[src/rtl/mdu_ctrl.sv]
// Multiply/divide unit controller: owns HI/LO, runs a fixed-latency multiply or a
// 32-cycle restoring divide, and stalls the front of the pipeline while busy.
module mdu_ctrl #(
    parameter int MUL_LAT = 3
) (
    input  logic        clk,
    input  logic        resetn,
    input  logic        EXE_Valid,
    input  logic [2:0]  EXE_MduOp,
    input  logic [31:0] EXE_RsData,
    input  logic [31:0] EXE_RtData,
    input  logic        EXE_Flush,
    input  logic        PipeStall,
    output logic        MDU_Stall,
    output logic        MDU_Busy,
    output logic [31:0] MDU_Hi,
    output logic [31:0] MDU_Lo
);

    localparam logic [2:0] OP_MULT  = 3'b001;
    localparam logic [2:0] OP_MULTU = 3'b010;
    localparam logic [2:0] OP_DIV   = 3'b011;
    localparam logic [2:0] OP_DIVU  = 3'b100;
    localparam logic [2:0] OP_MTHI  = 3'b101;
    localparam logic [2:0] OP_MTLO  = 3'b110;

    typedef enum logic [1:0] {IDLE, MUL, DIV, DONE} state_t;

    state_t      state;
    logic [4:0]  count;
    logic [2:0]  op_q;
    logic [31:0] rs_q;
    logic [31:0] rt_q;
    logic [31:0] hi;
    logic [31:0] lo;
    logic [31:0] div_q;
    logic [31:0] div_r;

    logic        in_mul_op;
    logic        in_div_op;
    logic        start;
    logic        op_signed;
    logic [31:0] rs_mag_in;
    logic [63:0] ext_a;
    logic [63:0] ext_b;
    logic [63:0] product;
    logic [31:0] div_d;
    logic [32:0] shifted;
    logic        fits;
    logic [31:0] next_r;
    logic [31:0] next_q;
    logic [31:0] fix_q;
    logic [31:0] fix_r;

    always_comb begin
        in_mul_op = (EXE_MduOp == OP_MULT) || (EXE_MduOp == OP_MULTU);
        in_div_op = (EXE_MduOp == OP_DIV)  || (EXE_MduOp == OP_DIVU);
        start     = EXE_Valid && !EXE_Flush && (in_mul_op || in_div_op);
        rs_mag_in = ((EXE_MduOp == OP_DIV) && EXE_RsData[31]) ? -EXE_RsData : EXE_RsData;

        op_signed = (op_q == OP_MULT) || (op_q == OP_DIV);

        // Sign- or zero-extend to 64 bits so one truncated multiply serves both flavours.
        ext_a   = op_signed ? {{32{rs_q[31]}}, rs_q} : {32'b0, rs_q};
        ext_b   = op_signed ? {{32{rt_q[31]}}, rt_q} : {32'b0, rt_q};
        product = ext_a * ext_b;

        div_d   = (op_signed && rt_q[31]) ? -rt_q : rt_q;
        shifted = {div_r, div_q[31]};
        fits    = shifted >= {1'b0, div_d};
        next_r  = fits ? 32'(shifted - {1'b0, div_d}) : shifted[31:0];
        next_q  = {div_q[30:0], fits};
        fix_q   = (op_signed && (rs_q[31] ^ rt_q[31])) ? -next_q : next_q;
        fix_r   = (op_signed && rs_q[31]) ? -next_r : next_r;
    end

    always_ff @(posedge clk or negedge resetn) begin
        if (!resetn) begin
            state <= IDLE;
            count <= '0;
            op_q  <= '0;
            rs_q  <= '0;
            rt_q  <= '0;
            hi    <= '0;
            lo    <= '0;
            div_q <= '0;
            div_r <= '0;
        end else begin
            case (state)
                IDLE: begin
                    if (start) begin
                        op_q <= EXE_MduOp;
                        rs_q <= EXE_RsData;
                        rt_q <= EXE_RtData;
                        if (in_mul_op) begin
                            count <= 5'(MUL_LAT - 1);
                            state <= MUL;
                        end else begin
                            count <= 5'd31;
                            div_q <= rs_mag_in;
                            div_r <= '0;
                            state <= DIV;
                        end
                    end else if (EXE_Valid && !EXE_Flush) begin
                        if (EXE_MduOp == OP_MTHI) hi <= EXE_RsData;
                        if (EXE_MduOp == OP_MTLO) lo <= EXE_RsData;
                    end
                end
                MUL: begin
                    if (EXE_Flush) begin
                        state <= IDLE;
                    end else if (count == 5'd0) begin
                        hi    <= product[63:32];
                        lo    <= product[31:0];
                        state <= DONE;
                    end else begin
                        count <= count - 5'd1;
                    end
                end
                DIV: begin
                    if (EXE_Flush) begin
                        state <= IDLE;
                    end else begin
                        div_r <= next_r;
                        div_q <= next_q;
                        if (count == 5'd0) begin
                            hi    <= fix_r;
                            lo    <= fix_q;
                            state <= DONE;
                        end else begin
                            count <= count - 5'd1;
                        end
                    end
                end
                DONE: begin
                    // Hold here until the instruction leaves EXE so it is not restarted.
                    if (EXE_Flush || !PipeStall) state <= IDLE;
                end
                default: state <= IDLE;
            endcase
        end
    end

    assign MDU_Busy  = (state == MUL) || (state == DIV);
    assign MDU_Stall = resetn && !EXE_Flush &&
                       (((state == IDLE) && start) || (state == MUL) || (state == DIV));
    assign MDU_Hi    = hi;
    assign MDU_Lo    = lo;

endmodule

[config.mk]
export PLATFORM = sky130hd
export DESIGN_NAME = mdu_ctrl
export DESIGN_NICKNAME = d
export VERILOG_FILES = /design/src/rtl/mdu_ctrl.sv
export SDC_FILE = /design/constraint.sdc
export NUM_CORES = 2
export LEC_CHECK = 0
export ABC_CLOCK_PERIOD_IN_PS = 11800
export BUFFER_PORTS_ARGS = -buffer_cell sky130_fd_sc_hd__buf_2
export CAP_MARGIN = 15
export CORE_ASPECT_RATIO = 0.5
export CORE_MARGIN = 2
export CORE_UTILIZATION = 60
export CTS_CLUSTER_SIZE = 25
export DETAILED_ROUTE_END_ITERATION = 10
export PLACE_DENSITY = 0.73
export SLEW_MARGIN = 20
export SYNTH_ARGS = -nofsm -noshare
export SYNTH_HDL_FRONTEND = slang
export SYNTH_SLANG_ARGS = --single-unit
[constraint.sdc]
create_clock -name clk -period 11.8 [get_ports clk]
set_input_delay 1.77 -clock clk [delete_from_list [all_inputs] [get_ports clk]]
set_output_delay 1.77 -clock clk [all_outputs]
set_load 0.02 [all_outputs]
* Word level (Yosys, flattened, before mapping)
Index checks and enable logic that the tools add are counted.
Word-level totals: output and inout port bits 66, input bits 72, bits in registers 202
Cells by class: equality and inequality tests 25, multiply operators 1, bitwise gates (word level) 1, add/subtract/negate cells 6, reduce and logical (&&, ||, !) cells 31, magnitude comparators 1, muxes and demuxes 42
Operators by type and width (number):
- 32-bit two-way mux | 25
- 32-bit one-hot mux with 3 select lines | 2
- 64-bit two-way mux | 2
- 32-bit negation | 4
- 32-bit one-hot mux with 2 select lines | 2
- 64-bit by 64-bit multiplier with 64-bit output | 1
- 33-bit by 32-bit greater-or-equal comparator with 1-bit output | 1
- 32-bit subtractor | 1
- 2-bit != test, second input constant | 13
- 5-bit two-way mux | 4
- 8-bit AND reduction | 2
- 2-bit two-way mux | 5
- 5-bit one-hot mux with 2 select lines | 1
- 3-bit by 2-bit == test with 1-bit output, second input constant | 3
- 3-bit == test, second input constant | 3
- 1-bit logical AND | 9
- 1-bit logical OR | 8
- 4-bit AND reduction | 2
- 3-bit by 1-bit == test with 1-bit output, second input constant | 2
- 2-bit one-hot mux with 3 select lines | 1
- 5-bit logical NOT | 1
- 5-bit by 1-bit subtractor with 5-bit output, second input constant | 1
- 2-bit == test, second input constant | 2
- 2-bit nonzero test | 2
- 9 further kinds | 10

* Logic depth before layout (Yosys ltp)
depth after elaboration 11, mapped depth 38

* Worst setup path before layout
Ideal clock, no wire load.
kind register -> register, from register op_q[2], to register hi[30], in the netlist MDU_Hi[30], cell stages (with the launch flop) 34, path slack 1.926 ns, arrival 9.733 ns, clock period less this slack 9.874 ns, required time 11.659 ns, cell sequence dfrtp_1 -> nor2b_1 -> clkbuf_1 -> and2_0 -> clkbuf_1 -> clkbuf_1 -> nand2_1 -> fa_1 -> inv_1 -> fa_1 -> fa_1 -> inv_1 -> fa_1 -> inv_1 -> fa_1 -> fa_1 -> fa_1 -> fa_1 -> fa_1 -> inv_1 -> fa_1 -> inv_1 -> ha_1 -> a21o_1 -> a21o_1 -> a21oi_1 -> a32o_1 -> a21oi_1 -> a21oi_1 -> o21ai_0 -> a31oi_1 -> xnor2_1 -> a221oi_1 -> a211oi_2
Between the ends: longest elaborated chain between the ends 11, elaborated cells on any way between the ends 19, classes of those cells add/sub (2); mul (1); order compare (1); eq/ne (2); mux (10); reduce/logical (3)
RTL lines:
- start, declared | RTL line 31 | logic [2:0] op_q;
- start signal, assigned | RTL line 92 | op_q <= EXE_MduOp;
- 3-bit by 1-bit == test with 1-bit output or 3-bit by 2-bit == test with 1-bit output (tied branches) | RTL line 61 | op_signed = (op_q == OP_MULT) || (op_q == OP_DIV);
- 1-bit logical OR * | RTL line 61
- branches (longest 8 deep; another with 64-bit by 64-bit multiplier with 64-bit output)
- 32-bit one-hot mux with 3 select lines * | RTL line 89 | case (state)
- end signal, assigned | RTL line 105 | if (EXE_MduOp == OP_MTHI) hi <= EXE_RsData;
- end signal, assigned | RTL line 113 | hi <= product[63:32];
- end signal, assigned | RTL line 127 | hi <= fix_r;
- end, declared | RTL line 34 | logic [31:0] hi;
Mark *: on every way between the ends. The select of a mux whose other input is x is not followed. A chain may end at the register's enable or synchronous reset.

* Final worst setup path
from register rt_q[6], to register hi[26], in the netlist MDU_Hi[26]
Between the ends: longest elaborated chain between the ends 9, elaborated cells on any way between the ends 14, classes of those cells add/sub (3); mul (1); order compare (1); mux (9)
RTL lines:
- start, declared | RTL line 33 | logic [31:0] rt_q;
- start signal, assigned | RTL line 94 | rt_q <= EXE_RtData;
- 32-bit negation | RTL line 68 | div_d = (op_signed && rt_q[31]) ? -rt_q : rt_q;
- 32-bit two-way mux | RTL line 68
- 32-bit subtractor or 33-bit by 32-bit greater-or-equal comparator with 1-bit output (tied branches) | RTL line 71, 70
- 32-bit two-way mux | RTL line 71 | next_r = fits ? 32'(shifted - {1'b0, div_d}) : shifted[31:0];
- 32-bit negation | RTL line 74 | fix_r = (op_signed && rs_q[31]) ? -next_r : next_r;
- 32-bit two-way mux | RTL line 74
- 32-bit two-way mux | RTL line 126 | if (count == 5'd0) begin
- 32-bit two-way mux | RTL line 121 | if (EXE_Flush) begin
- 32-bit one-hot mux with 3 select lines * | RTL line 89
Every way passes the cells marked *; elsewhere a longest branch is shown, timed or not. The select of a mux whose other input is x is not followed.

==> impl_metrics.json <==
{
  "port_buffers": 137,
  "clkLatencyLatePin_ns": 0.54,
  "fin_nets": 8414,
  "avgSynthCellArea_um2": 9.15,
  "path_buf_inv": 6,
  "dp_hpwl_mm": 153,
  "tns_ns": 0,
  "synth_cell_type_count": 87,
  "synth_top_cell_by_area": "fa_1",
  "synthTopCellsByCount": "1,575 x inv_1, 1,420 x fa_1, 956 x nand2_1",
  "wire_per_inst_um": 23.2,
  "die_w_um": 454,
  "fin_skew_ns": 0.0124,
  "syn_area_mm2": 0.0609,
  "crit_path_start_kind": "register",
  "h-tree-depth": 1,
  "fmax_mhz": 89.8,
  "fin_crit_sh_pct": 94.3,
  "clock-sinks": 201,
  "drt_first_pass_iters": 8,
  "syn-instance-count": 6649,
  "synth_ff_type": "dfrtp_1",
  "grt_pass1_vias": 50600,
  "grt-ovfl-total": 0,
  "reg2reg_slack_ns": 0.67,
  "design.core.area_mm2": 0.100,
  "syn_nets": 8493,
  "maxCapViolations": 0,
  "post_cts_resized": 0,
  "critPathKind": "reg2reg",
  "cts_tree": "built",
  "ios": 138,
  "vias": 46500,
  "synth_top_area_share_pct": 46.7,
  "grt_use_total_pct": 36.8,
  "cpPeakStageDelay_ns": 1.12,
  "clkTransAtPathRegs_ns": 0.07,
  "drt_iter0_drc": 4616,
  "preCtsSetupSlack_ns": 1.09,
  "antenna_found_initial": 3,
  "root_buffer": "clkbuf_16",
  "timing.final.setup_violations": 0,
  "cts_buffers": 21,
  "cts.path.max_buffers": 3,
  "worst_slew_pin_slew_ns": 1.32,
  "cpMostUsedCell": "fa_1",
  "hold_class": "reg2reg",
  "dieHeight_um": 229,
  "ys_seq_area_share_pct": 8.26,
  "slew_violations": 0,
  "finalHoldViolations": 0,
  "status": "finished clean",
  "holdBufCountCts": 0,
  "synth.most_common_cell": "inv_1",
  "ant_nets": 0,
  "rsz0062_at_grt": "false",
  "drt-vias-per-instance": 5.87,
  "yosysWarnings": 0,
  "slowest_stage": "a2111oi_0",
  "grt_pass1_wl_mm": 292,
  "fillers": 8385,
  "synth.area.top_cells": "fa_1 47%, inv_1 9.7%, dfrtp_1 8.3%, ha_1 7.2%, nand2_1 5.9%",
  "drive_above_1_share_pct": 6.08,
  "synth-seq-cells": 201,
  "globalplace.congestion": 0.979,
  "drc": 0,
  "cp.arrival_ns": 11.49,
  "layout_min_cycle_time_ns": 11.13,
  "rows": 82,
  "critical_path_required_ns": 12.16,
  "crit_fanout": 23,
  "end_kind": "register",
  "synthToLayoutAreaGrowth_pct": 4.22,
  "synth-async-reset-ratio_pct": 100,
  "slew_headroom_pct": 9.99,
  "start_util_pct": 60.7,
  "cpLargestDelayFamily": "adder cells",
  "dieArea_mm2": 0.104,
  "postCtsSetupBuffers": 0,
  "grt_start_max_net_pins": 83,
  "synth-edff-count": 0,
  "setup_ws_ns": 0.667,
  "wl_mm": 184
}
==> cell families (layout without fill, tap and decap cells) <==
| family | count (synthesis) | count (layout) | share of synthesized area, % |
|---|---|---|---|
| buffers and inverters | 1924 | 1857 | 11.9 |
| adder cells (fa/ha/maj) | 1774 | 1774 | 54.0 |
| AND/OR/NAND/NOR | 1700 | 1700 | 12.9 |
| AO/OA/AOI/OAI | 696 | 696 | 7.54 |
| XOR/XNOR | 266 | 266 | 3.83 |
| flip-flops | 201 | 201 | 8.26 |
| multiplexers | 88 | 88 | 1.60 |
| other | 0 | 1 | 0 |
==> metrics by stage <==
stage	cells	hold WS [ns]	util [%]	instance area (um2)
after floorplan	6649	0.470	-	60900
after global placement	7891	0.457	62.5	62800
after detailed placement	7891	0.462	62.6	62800
after CTS	7926	0.476	63.2	63400
after global routing	7926	0.505	63.2	63400
final	7927	0.471	63.2	63400
==> worst min-delay path: stages (launching register included) <==
cell     delay (ns)
dfrtp_1        0.33
nand2_1        0.05
o31ai_1        0.06
==> per-layer routing <==
metal  track usage, %  part of all wire (%)  up-vias
met5                0                 0.016        -
li1                 -                     -    19700
met1             50.3                    39    24000
met2             59.0                    47     2342
met3             6.72                   9.1      500
met4             13.7                   4.6        4
==> layout by cell type, fill, tap and decap left out, types with 8 or more instances in the layout <==
cell,synthesis,layout
a211oi_1,18,18
a21o_1,45,45
a21oi_1,194,194
a221oi_1,56,56
a22o_1,8,8
a31oi_1,23,23
and2_1,347,347
and3_1,28,28
buf_2,5,136
buf_4,0,108
clkbuf_16,0,21
dfrtp_1,201,194
fa_1,1420,1420
ha_1,352,350
inv_1,1575,1574
mux2_2,66,66
mux2i_1,20,20
nand2_1,956,953
nand2b_1,17,17
nand3_1,25,24
nand4_1,12,12
nor2_1,166,166
nor2b_1,10,9
nor3_1,44,44
nor4_1,25,24
o211ai_1,8,8
o21a_1,18,18
o21ai_0,151,151
o21ai_1,11,11
o21bai_1,17,17
o31ai_1,70,70
or2_2,7,8
or3_1,15,15
or4_1,10,10
xnor2_1,185,185
xor2_1,81,81
==> final timing paths <==
| kind | startpoint | endpoint | cells past startpoint |
|---|---|---|---|
| worst min-delay path | MDU_Lo[31]$_DFFE_PN0P_ | MDU_Lo[31]$_DFFE_PN0P_ | 2 |
| worst min register to register | MDU_Lo[31]$_DFFE_PN0P_ | MDU_Lo[31]$_DFFE_PN0P_ | 2 |
| worst max register to register | rt_q[6]$_DFFE_PN0P_ | MDU_Hi[26]$_DFFE_PN0P_ | 28 |
| max in group asynchronous | resetn | rs_q[29]$_DFFE_PN0P_ | 3 |
| worst max-delay path | rt_q[6]$_DFFE_PN0P_ | MDU_Hi[26]$_DFFE_PN0P_ | 28 |
| min in group asynchronous | resetn | MDU_Hi[23]$_DFFE_PN0P_ | 1 |
==> state kept, by name, summed over array words and instances (netlist names) <==
name and count:
div_q 32, state 2, MDU_Hi 32, rs_q 32
rt_q 32, div_r 32, MDU_Lo 32, op_q 2
count 5
==> area by class of cell <==
cell class | instances | area (um2) | area share [%]
antenna | 1 | 2.50 | 0.00394
clock buffer | 29 | 596 | 0.939
clock inverter | 6 | 48.8 | 0.0769
inverter | 1576 | 5920 | 9.33
multi-input combinational | 4524 | 48600 | 76.7
sequential | 201 | 5040 | 7.94
tap | 1344 | 1680 | 2.65
timing repair buffer | 246 | 1520 | 2.39
Power is left out: the tool's default activity adds up to more than one toggle a clock period on the data nets, which glitch-free logic cannot reach.
